<file path="config.mk">
export PLATFORM = sky130hd
export DESIGN_NAME = alu_exec_unit
export DESIGN_NICKNAME = d
export VERILOG_FILES = /design/src/rtl/alu_exec_unit.sv
export SDC_FILE = /design/constraint.sdc
export NUM_CORES = 1
export LEC_CHECK = 0
export ABC_AREA = 1
export CORE_AREA = 2 2 151 153
export CTS_CLUSTER_SIZE = 40
export DETAILED_ROUTE_END_ITERATION = 10
export DIE_AREA = 0 0 153 155
export PLACE_DENSITY_LB_ADDON = 0.08
export SLEW_MARGIN = 10
export SYNTH_ARGS = -nofsm -noshare
export SYNTH_HDL_FRONTEND = slang
export SYNTH_SLANG_ARGS = --single-unit
</file>
<file path="constraint.sdc">
create_clock -name clock -period 4.5 [get_ports clock]
set_input_delay 0.9 -clock clock [delete_from_list [all_inputs] [get_ports clock]]
set_output_delay 0.9 -clock clock [all_outputs]
set_load 0.01 [all_outputs]
</file>
<file path="src/rtl/alu_exec_unit.sv">
// RV32I register-register execute stage with valid/ready handshake on both sides.
// Define ALU_FAST_SHIFT_EN for a single-cycle barrel shifter; otherwise shifts run one bit per cycle.
module alu_exec_unit #(
  parameter int XLEN    = 32,
  parameter int SHAMT_W = 5
) (
  input  logic              clock,
  input  logic              reset,
  input  logic              in_valid,
  output logic              in_ready,
  input  logic              alu_base_enable,
  input  logic              alu_extra_enable,
  input  logic [2:0]        funct3,
  input  logic [XLEN-1:0]   operand_a,
  input  logic [XLEN-1:0]   operand_b,
  output logic              out_valid,
  input  logic              out_ready,
  output logic [XLEN-1:0]   result,
  output logic              illegal
);

  // state | meaning
  // IDLE  | waiting for a request, in_ready=1
  // SHIFT | serial shift in progress, one bit per cycle (serial build only)
  // DONE  | result/illegal presented, waiting for out_ready
`ifdef ALU_FAST_SHIFT_EN
  typedef enum logic [1:0] {IDLE = 2'd0, DONE = 2'd2} state_t;
`else
  typedef enum logic [1:0] {IDLE = 2'd0, SHIFT = 2'd1, DONE = 2'd2} state_t;
`endif

  state_t              state;
  logic [SHAMT_W-1:0]  shamt;
  logic                op_legal;
  logic                op_right;
  logic                op_arith;
  logic [XLEN-1:0]     op_value;
  logic [XLEN-1:0]     shift_value;

  assign shamt    = operand_b[SHAMT_W-1:0];
  assign op_right = (funct3 == 3'b101);
  assign op_arith = alu_extra_enable;

`ifdef ALU_FAST_SHIFT_EN
  always_comb begin
    if (!op_right)
      shift_value = operand_a << shamt;
    else if (op_arith)
      shift_value = $unsigned($signed(operand_a) >>> shamt);
    else
      shift_value = operand_a >> shamt;
  end
`else
  logic                op_shift;
  logic [XLEN-1:0]     sh_q;
  logic [XLEN-1:0]     sh_next;
  logic [SHAMT_W-1:0]  cnt_q;
  logic                right_q;
  logic                arith_q;

  // Only a zero shamt completes directly from IDLE, so the shifted value is operand_a itself.
  assign shift_value = operand_a;
  assign op_shift    = (funct3[1:0] == 2'b01);
  assign sh_next     = right_q ? {arith_q & sh_q[XLEN-1], sh_q[XLEN-1:1]}
                               : {sh_q[XLEN-2:0], 1'b0};
`endif

  always_comb begin
    op_legal = 1'b0;
    op_value = '0;
    if (alu_base_enable && !alu_extra_enable) begin
      op_legal = 1'b1;
      case (funct3)
        3'b000:  op_value = operand_a + operand_b;
        3'b001:  op_value = shift_value;
        3'b010:  op_value = {{(XLEN-1){1'b0}}, ($signed(operand_a) < $signed(operand_b))};
        3'b011:  op_value = {{(XLEN-1){1'b0}}, (operand_a < operand_b)};
        3'b100:  op_value = operand_a ^ operand_b;
        3'b101:  op_value = shift_value;
        3'b110:  op_value = operand_a | operand_b;
        default: op_value = operand_a & operand_b;
      endcase
    end else if (alu_extra_enable && !alu_base_enable) begin
      case (funct3)
        3'b000: begin
          op_legal = 1'b1;
          op_value = operand_a - operand_b;
        end
        3'b101: begin
          op_legal = 1'b1;
          op_value = shift_value;
        end
        default: op_legal = 1'b0;
      endcase
    end
  end

  always_ff @(posedge clock) begin
    if (reset) begin
      state     <= IDLE;
      in_ready  <= 1'b1;
      out_valid <= 1'b0;
      result    <= '0;
      illegal   <= 1'b0;
`ifndef ALU_FAST_SHIFT_EN
      sh_q      <= '0;
      cnt_q     <= '0;
      right_q   <= 1'b0;
      arith_q   <= 1'b0;
`endif
    end else begin
      case (state)
        IDLE: begin
          if (in_valid) begin
            in_ready <= 1'b0;
            if (!op_legal) begin
              result    <= '0;
              illegal   <= 1'b1;
              out_valid <= 1'b1;
              state     <= DONE;
            end
`ifndef ALU_FAST_SHIFT_EN
            else if (op_shift && (shamt != '0)) begin
              sh_q    <= operand_a;
              cnt_q   <= shamt;
              right_q <= op_right;
              arith_q <= op_arith;
              illegal <= 1'b0;
              state   <= SHIFT;
            end
`endif
            else begin
              result    <= op_value;
              illegal   <= 1'b0;
              out_valid <= 1'b1;
              state     <= DONE;
            end
          end
        end
`ifndef ALU_FAST_SHIFT_EN
        SHIFT: begin
          sh_q  <= sh_next;
          cnt_q <= cnt_q - SHAMT_W'(1);
          if (cnt_q == SHAMT_W'(1)) begin
            result    <= sh_next;
            out_valid <= 1'b1;
            state     <= DONE;
          end
        end
`endif
        DONE: begin
          if (out_ready) begin
            out_valid <= 1'b0;
            in_ready  <= 1'b1;
            state     <= IDLE;
          end
        end
        default: begin
          out_valid <= 1'b0;
          in_ready  <= 1'b1;
          state     <= IDLE;
        end
      endcase
    end
  end

endmodule

</file>
==> results.md, run 1 <==
* Vias in the first global route at 12000
* Net Count, Synth at 2139
* Fillers at 2362
* RePlAce Congestion at 1.02
* Synth Warn # at 0
* Level count of the clock H-tree at 3
* Final-report hold violation count at 0
* Pin count of the biggest net entering global routing at 57
* Overall Global Routing Usage at 36.9%
* Seq/Total Area, Yosys at 14.0%
* Synth unique cells at 42
* RSZ-0062 raised after global routing: no
* Clock latency on the worst-skew pair at 0.35 ns
* Fin crit period at 3.77 ns
* I/O pin cnt at 108
* Worst Path Arrival at 4.04 ns
* Worst Hold Depth at 2
* Synth Instances at 1949
* Ys async rst share at 0%
* Power Internal at 1570 µW
* Worst Path Class, Setup: primary input to flop
* Clock Pin Slew Worst Setup and Hold Paths at 0.07 ns
* Fmax at 265 MHz
* Top FF cell, synth: dfxtp_1
* Placed cell area at 12200 µm²
* Post-synth EDFFs at 0
* Buffers on Ports at 107
* Synth-to-layout area growth at 14.3%
* Worst Hold End: sh_q[0]$_SDFFE_PP0P_
* Slew headroom at 28.2%
* CTS Buffer Depth at 2
* Root buffer cell: clkbuf_16
* Final core utilization at 55.9%
* Hold Path Class: flop to flop
* Worst clock skew at 0.00972 ns
* Combinational fraction of design power at 46.8%
* Outcome: completed
* Worst hold start: sh_q[0]$_SDFFE_PP0P_
* VDD IR max at 0.203 mV
* DRT Pass-1 Iters at 7
* Psw at 1200 µW
* Number of setup buffers added after CTS at 0
* HPWL Detailed at 35.4 mm
* Dpl ws at 0.511 ns
* First-pass GRT wire length at 68.2 mm
* Diodes inserted at 0
* Setup crit start kind: primary input
* CTS tree: done
* Rows at 55
* Num CTS Buffers at 9
* Nets@finish at 2197
* PwrDens at 223 nW/µm²
* Post-cts resize count at 0
* Seq cells post-synth at 76
* Post-route ant nets at 0
* Clock power share at 25.1%
* R2r worst-path depth at 13
* R2r setup slk at 2.00 ns
* Setup WS post-layout at 0.732 ns
* Worst-path fanout max at 8
* TritonCTS Sinks at 76
* CP endpoint kind: flop
* Netlist Area Pre-Place at 10900 µm²
* CTS Hold Bufs at 0
* Grt ovf at 0
* Reg2reg end: result[0]$_SDFFE_PP0P_
* Die Area at 23700 µm²
* WP data required at 4.77 ns
* Initial antenna violation count at 0
* Final Cell Area at 12400 µm²
* Total number of vias at 13100
* P_leak at 0.00636 µW
* Routed Wire Length at 44.9 mm
* Cell taking the most area after synthesis: nand2_1
* Reg area at 1520 µm²
* Die width at 153 µm
* Core Region at 22200 µm²
* Proportion of layout cells with a drive suffix above 1 at 4.08%
* Initial Util at 48.9%
* Reg2reg start: state[0]$_SDFFE_PP0P_
* DR DRC count at 0
* Slew @ Worst Pin at 1.05 ns
* Max-cap viol count at 0
* Starting DRT DRC Count at 1328
* Setup tns final at 0 ns
* Fin crit share at 83.7%
* Routed WL per cell at 19.6 µm
* Top cells by area, synth: nand2_1 (19%), dfxtp_1 (14%), ha_1 (13%), inv_1 (11%), a21oi_1 (7.7%)
* Avg Cell Area, Syn at 5.58 µm²
* Via density at 5.70
* Synth top area share at 19.5%
* Switching share of power at 43.4%
* Sequential share of power at 28.1%
* Final Max Slew Viols at 0
* Worst hold margin at 0.461 ns
* Multi-input gate area at 7680 µm²
* Final setup viols at 0
* Die Y at 155 µm
power groups by stage:
stage	registers (µW)	clock network (µW)	logic, µW
2_1_floorplan	806	0	761
3_3_place_gp	792	0	1260
3_5_place_dp	791	0	1270
4_1_cts	778	697	1270
5_1_grt	785	729	1420
6_report	779	695	1300
worst max-delay path by stage:
stage	to	slack (ns)	depth (start not counted)	startpoint
finish	result[30]$_SDFFE_PP0P_	0.73	16	operand_a[10]
global route	result[30]$_SDFFE_PP0P_	0.57	16	operand_a[10]
CTS	result[30]$_SDFFE_PP0P_	0.87	16	operand_a[10]
detailed placement	result[30]$_SDFFE_PP0P_	0.51	16	operand_a[10]
global placement	result[30]$_SDFFE_PP0P_	0.47	16	operand_a[10]
floorplan	result[28]$_SDFFE_PP0P_	1.88	17	operand_a[0]
stage by stage:
| step | std cells | total power (µW) |
|---|---|---|
| after floorplan | 1949 | 1570 |
| after global placement | 2281 | 2050 |
| after detailed placement | 2281 | 2060 |
| after CTS | 2297 | 2750 |
| after global routing | 2297 | 2930 |
| final | 2297 | 2770 |
cell type report:
class	instances	share of cell area, %
Timing Repair Buffer	142	10.9
Clock buffer	9	1.81
Multi-Input combinational cell	1451	61.8
Sequential cell	76	12.2
Clock inverter	7	0.453
Tap cell	285	2.87
Inverter	327	9.89
synthesized netlist by cell type, types with 13 or more instances:
cell and instances:
a211oi_1 58, dfxtp_1 76, o21ai_1 23, nand2_1 564
clkbuf_1 39, o22ai_1 18, buf_2 43, ha_1 115
a21oi_1 168, o21ai_0 105, nor3_1 16, inv_1 322
nor2_1 180, nand3_1 115, a211oi_2 13
layer usage:
metal	part of all wire (%)	vias to the layer above	global-route usage (%)
li1	-	6360	-
met1	40	5916	46.0
met2	45	667	60.9
met3	7.5	161	4.04
met4	7.5	0	23.9
met5	0	-	0
critical path, cell delays in order:
cell,delay (ns)
clkdlybuf4s50_1,0.73
inv_1,0.14
ha_1,0.48
nand2_1,0.15
nor2_1,0.36
and2_1,0.18
nand2_1,0.10
nand2_1,0.21
nand2_1,0.10
nand3_1,0.09
nand3_1,0.18
nand2_1,0.11
nand2_1,0.06
nand2_1,0.06
nand2_1,0.05
a21oi_1,0.13
kinds of logic (layout without fill, tap and decap cells):
group,Yosys count,count (layout),share of synthesized area [%]
buf+inv,422,485,15.5
xor+xnor,5,5,0.403
compound gates,424,424,23.0
fa+ha+maj,117,117,13.6
simple gates,905,905,33.5
flops,76,76,14.0
layout by cell type, fill, tap and decap left out, drive strengths merged, types with 3 or more instances in the layout:
cell | netlist | final
nand3 | 115 | 115
nor3 | 16 | 16
and2 | 6 | 6
a31oi | 4 | 4
a221oi | 8 | 8
or2 | 3 | 3
clkinvlp | 0 | 3
o211ai | 4 | 4
o21bai | 10 | 10
o221ai | 7 | 7
inv | 327 | 330
nand2 | 566 | 566
ha | 115 | 115
nor2 | 185 | 185
a21oi | 169 | 169
o22ai | 18 | 18
o21ai | 128 | 128
clkbuf | 39 | 9
nand4 | 11 | 11
buf | 56 | 35
a211oi | 71 | 71
clkdlybuf4s50 | 0 | 107
dfxtp | 76 | 76
xor2 | 5 | 5
state kept, by name, indices dropped and copies added (netlist names):
signal and flops:
state 2, cnt_q 5, sh_q 32, out_valid 1, illegal 1, result 32, arith_q 1, right_q 1
in_ready 1
(Power assumes the default switching activity.)
==> run 2: changes to the inputs <==
clock period = 3.4 ns   (was 4.5 ns; I/O delays follow)
==> results.md, run 2 (synthesis gave the netlist of run 1 again) <==
* VDD IR max at 0.226 mV
* Pin count of the biggest net entering global routing at 67
* CP Launch Point: operand_b[11]
* I/O pin cnt at 108
* Setup tns final at 0 ns
* Clock Pin Slew Worst Setup and Hold Paths at 0.06 ns
* Psw at 1620 µW
* Routed Wire Length at 46.2 mm
* Routed WL per cell at 19.1 µm
* Setup crit start kind: primary input
* Worst hold start: in_ready$_SDFFE_PP1P_
* Initial Util at 48.9%
* Max-cap viol count at 0
* Worst Path Arrival at 3.53 ns
* Final-report hold violation count at 0
* P_leak at 0.00697 µW
* Most frequent cells in the layout: nand2_1 (564), inv_1 (321), nor2_1 (178)
* Fillers at 2356
* Nets@finish at 2318
* Power Internal at 2300 µW
* HPWL Detailed at 36.7 mm
* Largest regs: result (32), sh_q (32), cnt_q (5)
* Slew @ Worst Pin at 0.694 ns
* Switching share of power at 41.4%
* First-pass GRT wire length at 70.1 mm
* Final Max Slew Viols at 0
* Grt ovf at 0
* RSZ-0062 raised after global routing: no
* Slew headroom at 53.8%
* Worst-path fanout max at 7
* Placed cells at 2402
* Clock latency on the worst-skew pair at 0.34 ns
* Hold Path Class: flop to flop
* TritonCTS Sinks at 76
* Combinational fraction of design power at 48.7%
* Final Cell Area at 13400 µm²
* Root buffer cell: clkbuf_16
* DRT Pass-1 Iters at 6
* Via density at 5.59
* Overall Global Routing Usage at 37.9%
* Reg2reg start: state[0]$_SDFFE_PP0P_
* DR DRC count at 0
* Fmax at 307 MHz
* Fin crit share at 95.9%
* Sequential share of power at 26.3%
* Initial antenna violation count at 0
* Level count of the clock H-tree at 3
* Worst clock skew at 0.00882 ns
* Die width at 153 µm
* Clock power share at 25.1%
* Worst Path Class, Setup: primary input to flop
* Most common cell after layout, fill and taps aside: nand2_1
* CP endpoint kind: flop
* Total number of vias at 13500
* Outcome: completed
* Fin crit period at 3.26 ns
* WP data required at 3.67 ns
* Synth-to-layout area growth at 23.3%
* CTS Buffer Depth at 2
* PwrDens at 293 nW/µm²
* Starting DRT DRC Count at 1189
* Final setup viols at 0
* Final std cells w/o fill at 2419
* Num CTS Buffers at 9
* Post-route ant nets at 0
* Die Y at 155 µm
* Proportion of layout cells with a drive suffix above 1 at 9.56%
* Buffers on Ports at 107
* Vias in the first global route at 12700
* Placed cell area at 13100 µm²
* Rows at 55
* CTS tree: done
* Core Region at 22200 µm²
* RePlAce Congestion at 1.04
* Die Area at 23700 µm²
-- run 2: layout make-up --
cell class / count / area [µm²] / share of cell area [%]
flip-flops and latches: 76 / 1520 / 11.3
multi-input cells: 1451 / 7690 / 57.4
inverters: 327 / 1230 / 9.17
repair buffers: 263 / 2300 / 17.2
diodes: 1 / 2.50 / 0.0187
clock buffers: 11 / 243 / 1.81
clock inverters: 5 / 58.8 / 0.439
well taps: 285 / 357 / 2.66
-- run 2: worst paths after layout --
path / endpoint / slack (ns) / depth (start not counted)
setup / recovery: result[19]$_SDFFE_PP0P_ / 0.14 / 15
setup reg to reg: result[25]$_SDFFE_PP0P_ / 1.28 / 13
hold reg to reg: in_ready$_SDFFE_PP1P_ / 0.47 / 2
hold / removal: in_ready$_SDFFE_PP1P_ / 0.47 / 2
-- run 2: critical path: stages --
cell,delay (ns)
clkdlybuf4s50_1,0.63
inv_1,0.11
ha_1,0.41
nor2_1,0.17
buf_4,0.13
nand2_1,0.08
nor2_1,0.32
nand3_1,0.13
nand3_1,0.17
nor2_1,0.06
o21ai_0,0.16
nand2_1,0.06
nand2_1,0.18
nand2_1,0.08
a21oi_1,0.15
-- run 2: routing by layer --
layer  up-vias  part of all wire, %  GRT usage [%]  routed length [µm]
li1       6611                    -              -                   -
met1      6046                   40           45.8               18200
met2       701                   46           63.9               21200
met3       163                  7.7           4.93                3540
met4         0                  6.9           23.6                3180
met5         -                    0              0                   0
-- run 2: per-stage QoR --
step	worst slack, ns	hold slack (ns)	utilization (%)	power [µW]
floorplan	1.00	0.435	-	2070
global placement	-0.0811	0.447	58.9	2900
detailed placement	-0.0890	0.455	58.9	2910
CTS	0.244	0.469	60.3	3880
global route	0.0193	0.492	60.3	4150
finish	0.139	0.468	60.3	3930
-- run 2: repair_timing --
action / in CTS / in global routing
gates resized for setup: 0 / 2
setup endpoints to repair: 0 / 2
hold buffers: 0 / 0
setup buffers: 0 / 0
-- run 2: power groups by stage --
stage	sequential (µW)	clock (µW)	combinational [µW]
floorplan	1070	0	1010
global placement	1050	0	1850
detailed placement	1050	0	1860
CTS	1030	985	1870
global route	1040	1030	2080
finish	1030	984	1910
==> run 3: changes to the inputs <==
clock period = 2.9 ns   (was 3.4 ns; I/O delays follow)
==> results.md, run 3 (synthesis gave the netlist of run 1 again) <==
* HPWL Detailed at 38.8 mm
* WP data required at 3.18 ns
* Initial Util at 48.9%
* Final Max Slew Viols at 0
* Setup tns final at 0 ns
* Max-cap viol count at 0
* CP max-delay cell: clkdlybuf4s50_1
* Die Area at 23700 µm²
* Worst Path Class, Setup: primary input to flop
* Crit-path most repeated cell: nand2_1
* Num CTS Buffers at 9
* Final-report hold violation count at 0
* Clock Pin Slew Worst Setup and Hold Paths at 0.06 ns
* Slew @ Worst Pin at 0.752 ns
* Placed cell area at 14400 µm²
* Final Cell Area at 15200 µm²
* Level count of the clock H-tree at 3
* First-pass GRT wire length at 73.3 mm
* Overall Global Routing Usage at 39.5%
* Crit-path cells: clkdlybuf4s50_1, inv_1, ha_1, buf_4, o21ai_0, a21oi_1, nand2_1, inv_1, nand3_1, nand2_1, nand3_1, nand2_1, nand2_1, nand2_1, nand2_1, a21oi_2
* DRT Pass-1 Iters at 9
* I/O pin cnt at 108
* Die Y at 155 µm
* Worst-path fanout max at 7
* Worst clock skew at 0.00784 ns
* Most frequent cells in the layout: nand2_1 (538), inv_1 (314), buf_4 (295)
* Failing checks: DRC
* Fmax at 351 MHz
* Vias in the first global route at 13700
* Routed WL per cell at 18.9 µm
* Buf/Inv on CP at 4
* Buffers on Ports at 107
* Clock latency on the worst-skew pair at 0.34 ns
* Starting DRT DRC Count at 1398
* Most common cell after layout, fill and taps aside: nand2_1
* Proportion of layout cells with a drive suffix above 1 at 20.5%
* Fin crit period at 2.85 ns
* Rows at 55
* RePlAce Congestion at 1.06
* Nets@finish at 2471
* Setup crit start kind: primary input
* CP endpoint kind: flop
* Diodes inserted at 0
* CTS Buffer Depth at 2
* CP delay by family, top: buffers and inverters
* Die width at 153 µm
* Fin crit share at 98.3%
* Largest regs: result (32), sh_q (32), cnt_q (5)
* Slew headroom at 49.8%
* Post-route ant nets at 0
* Routed Wire Length at 48.5 mm
* VDD IR max at 0.295 mV
* P_leak at 0.00786 µW
* Hold Path Class: flop to flop
* Synth-to-layout area growth at 39.7%
* Worst Path Arrival at 3.13 ns
* CTS tree: done
* Crit path largest cell delay at 0.50 ns
* PwrDens at 330 nW/µm²
* Outcome: complete, but fails checks
* RSZ-0062 raised after global routing: yes
* Pin count of the biggest net entering global routing at 68
* Initial antenna violation count at 0
* Core Region at 22200 µm²
* DR DRC count at 1
* Total number of vias at 14400
* Grt ovf at 0
* Fillers at 2107
* TritonCTS Sinks at 76
* Via density at 5.59
* Root buffer cell: clkbuf_16
* Total chip power at 5020 µW
* Final setup viols at 0
## run 3: cell types whose count changed in the layout (fill, tap and decap cells not counted), moves of 16 or more
cell,previous run,this run
a21oi_1,168,152
a21oi_2,1,17
buf_4,151,295
ha_1,115,95
ha_4,0,17
nand2_1,564,538
nand2_2,1,27
nor2_1,178,156
nor2_2,7,26
## run 3: cell type report
class | count | area, µm² | share of cell area [%]
Timing Repair Buffer | 416 | 3580 | 23.6
Clock inverter | 6 | 71.3 | 0.469
Multi-Input combinational cell | 1451 | 8210 | 54.0
Tap cell | 285 | 357 | 2.35
Inverter | 327 | 1230 | 8.09
Sequential cell | 76 | 1520 | 10.0
Clock buffer | 10 | 229 | 1.51
## run 3: routing by layer
layer	up-vias	track usage (%)	wire, µm
li1	6899	-	-
met1	6535	46.2	18400
met2	735	68.3	22500
met3	194	4.40	3550
met4	0	26.7	4080
met5	-	0	0
## run 3: worst min-delay path, stage by stage (launching register included)
cell and delay (ns):
dfxtp_1 0.31, inv_1 0.05, a211oi_1 0.06
## run 3: where the power goes
| part | switching, µW | leakage (µW) | internal, µW |
|---|---|---|---|
| Sequential | 66.4 | 0.000622 | 1150 |
| Combinational | 1500 | 0.00710 | 1140 |
| Clock | 487 | 0.000140 | 675 |
| Total | 2050 | 0.00786 | 2970 |
## run 3: worst paths after layout
kind                          from                       to  slack (ns)  cells after the start
max                  operand_a[21]  result[24]$_SDFFE_PP0P_        0.05                     16
min          sh_q[31]$_SDFFE_PP0P_    sh_q[31]$_SDFFE_PP0P_        0.47                      2
max reg2reg  state[0]$_SDFFE_PP0P_  result[20]$_SDFFE_PP0P_        0.79                     14
min reg2reg  sh_q[31]$_SDFFE_PP0P_    sh_q[31]$_SDFFE_PP0P_        0.47                      2
## run 3: what timing repair did
item                       in CTS  in global routing
pin swaps                       0                  9
setup buffers                   0                  1
gates resized for setup        18                121
setup endpoints to repair       8                 27
hold buffers                    0                  0
## run 3: metrics by stage
stage / hold slack [ns] / cells / utilization [%] / setup WS [ns]
after detailed placement: 0.454 / 2554 / 64.6 / -0.472
after global placement: 0.448 / 2554 / 64.6 / -0.453
after global routing: 0.486 / 2571 / 68.4 / -0.0623
final: 0.470 / 2571 / 68.4 / 0.0496
after CTS: 0.470 / 2570 / 66.2 / 0.0000817
after floorplan: 0.435 / 1949 / - / 0.603
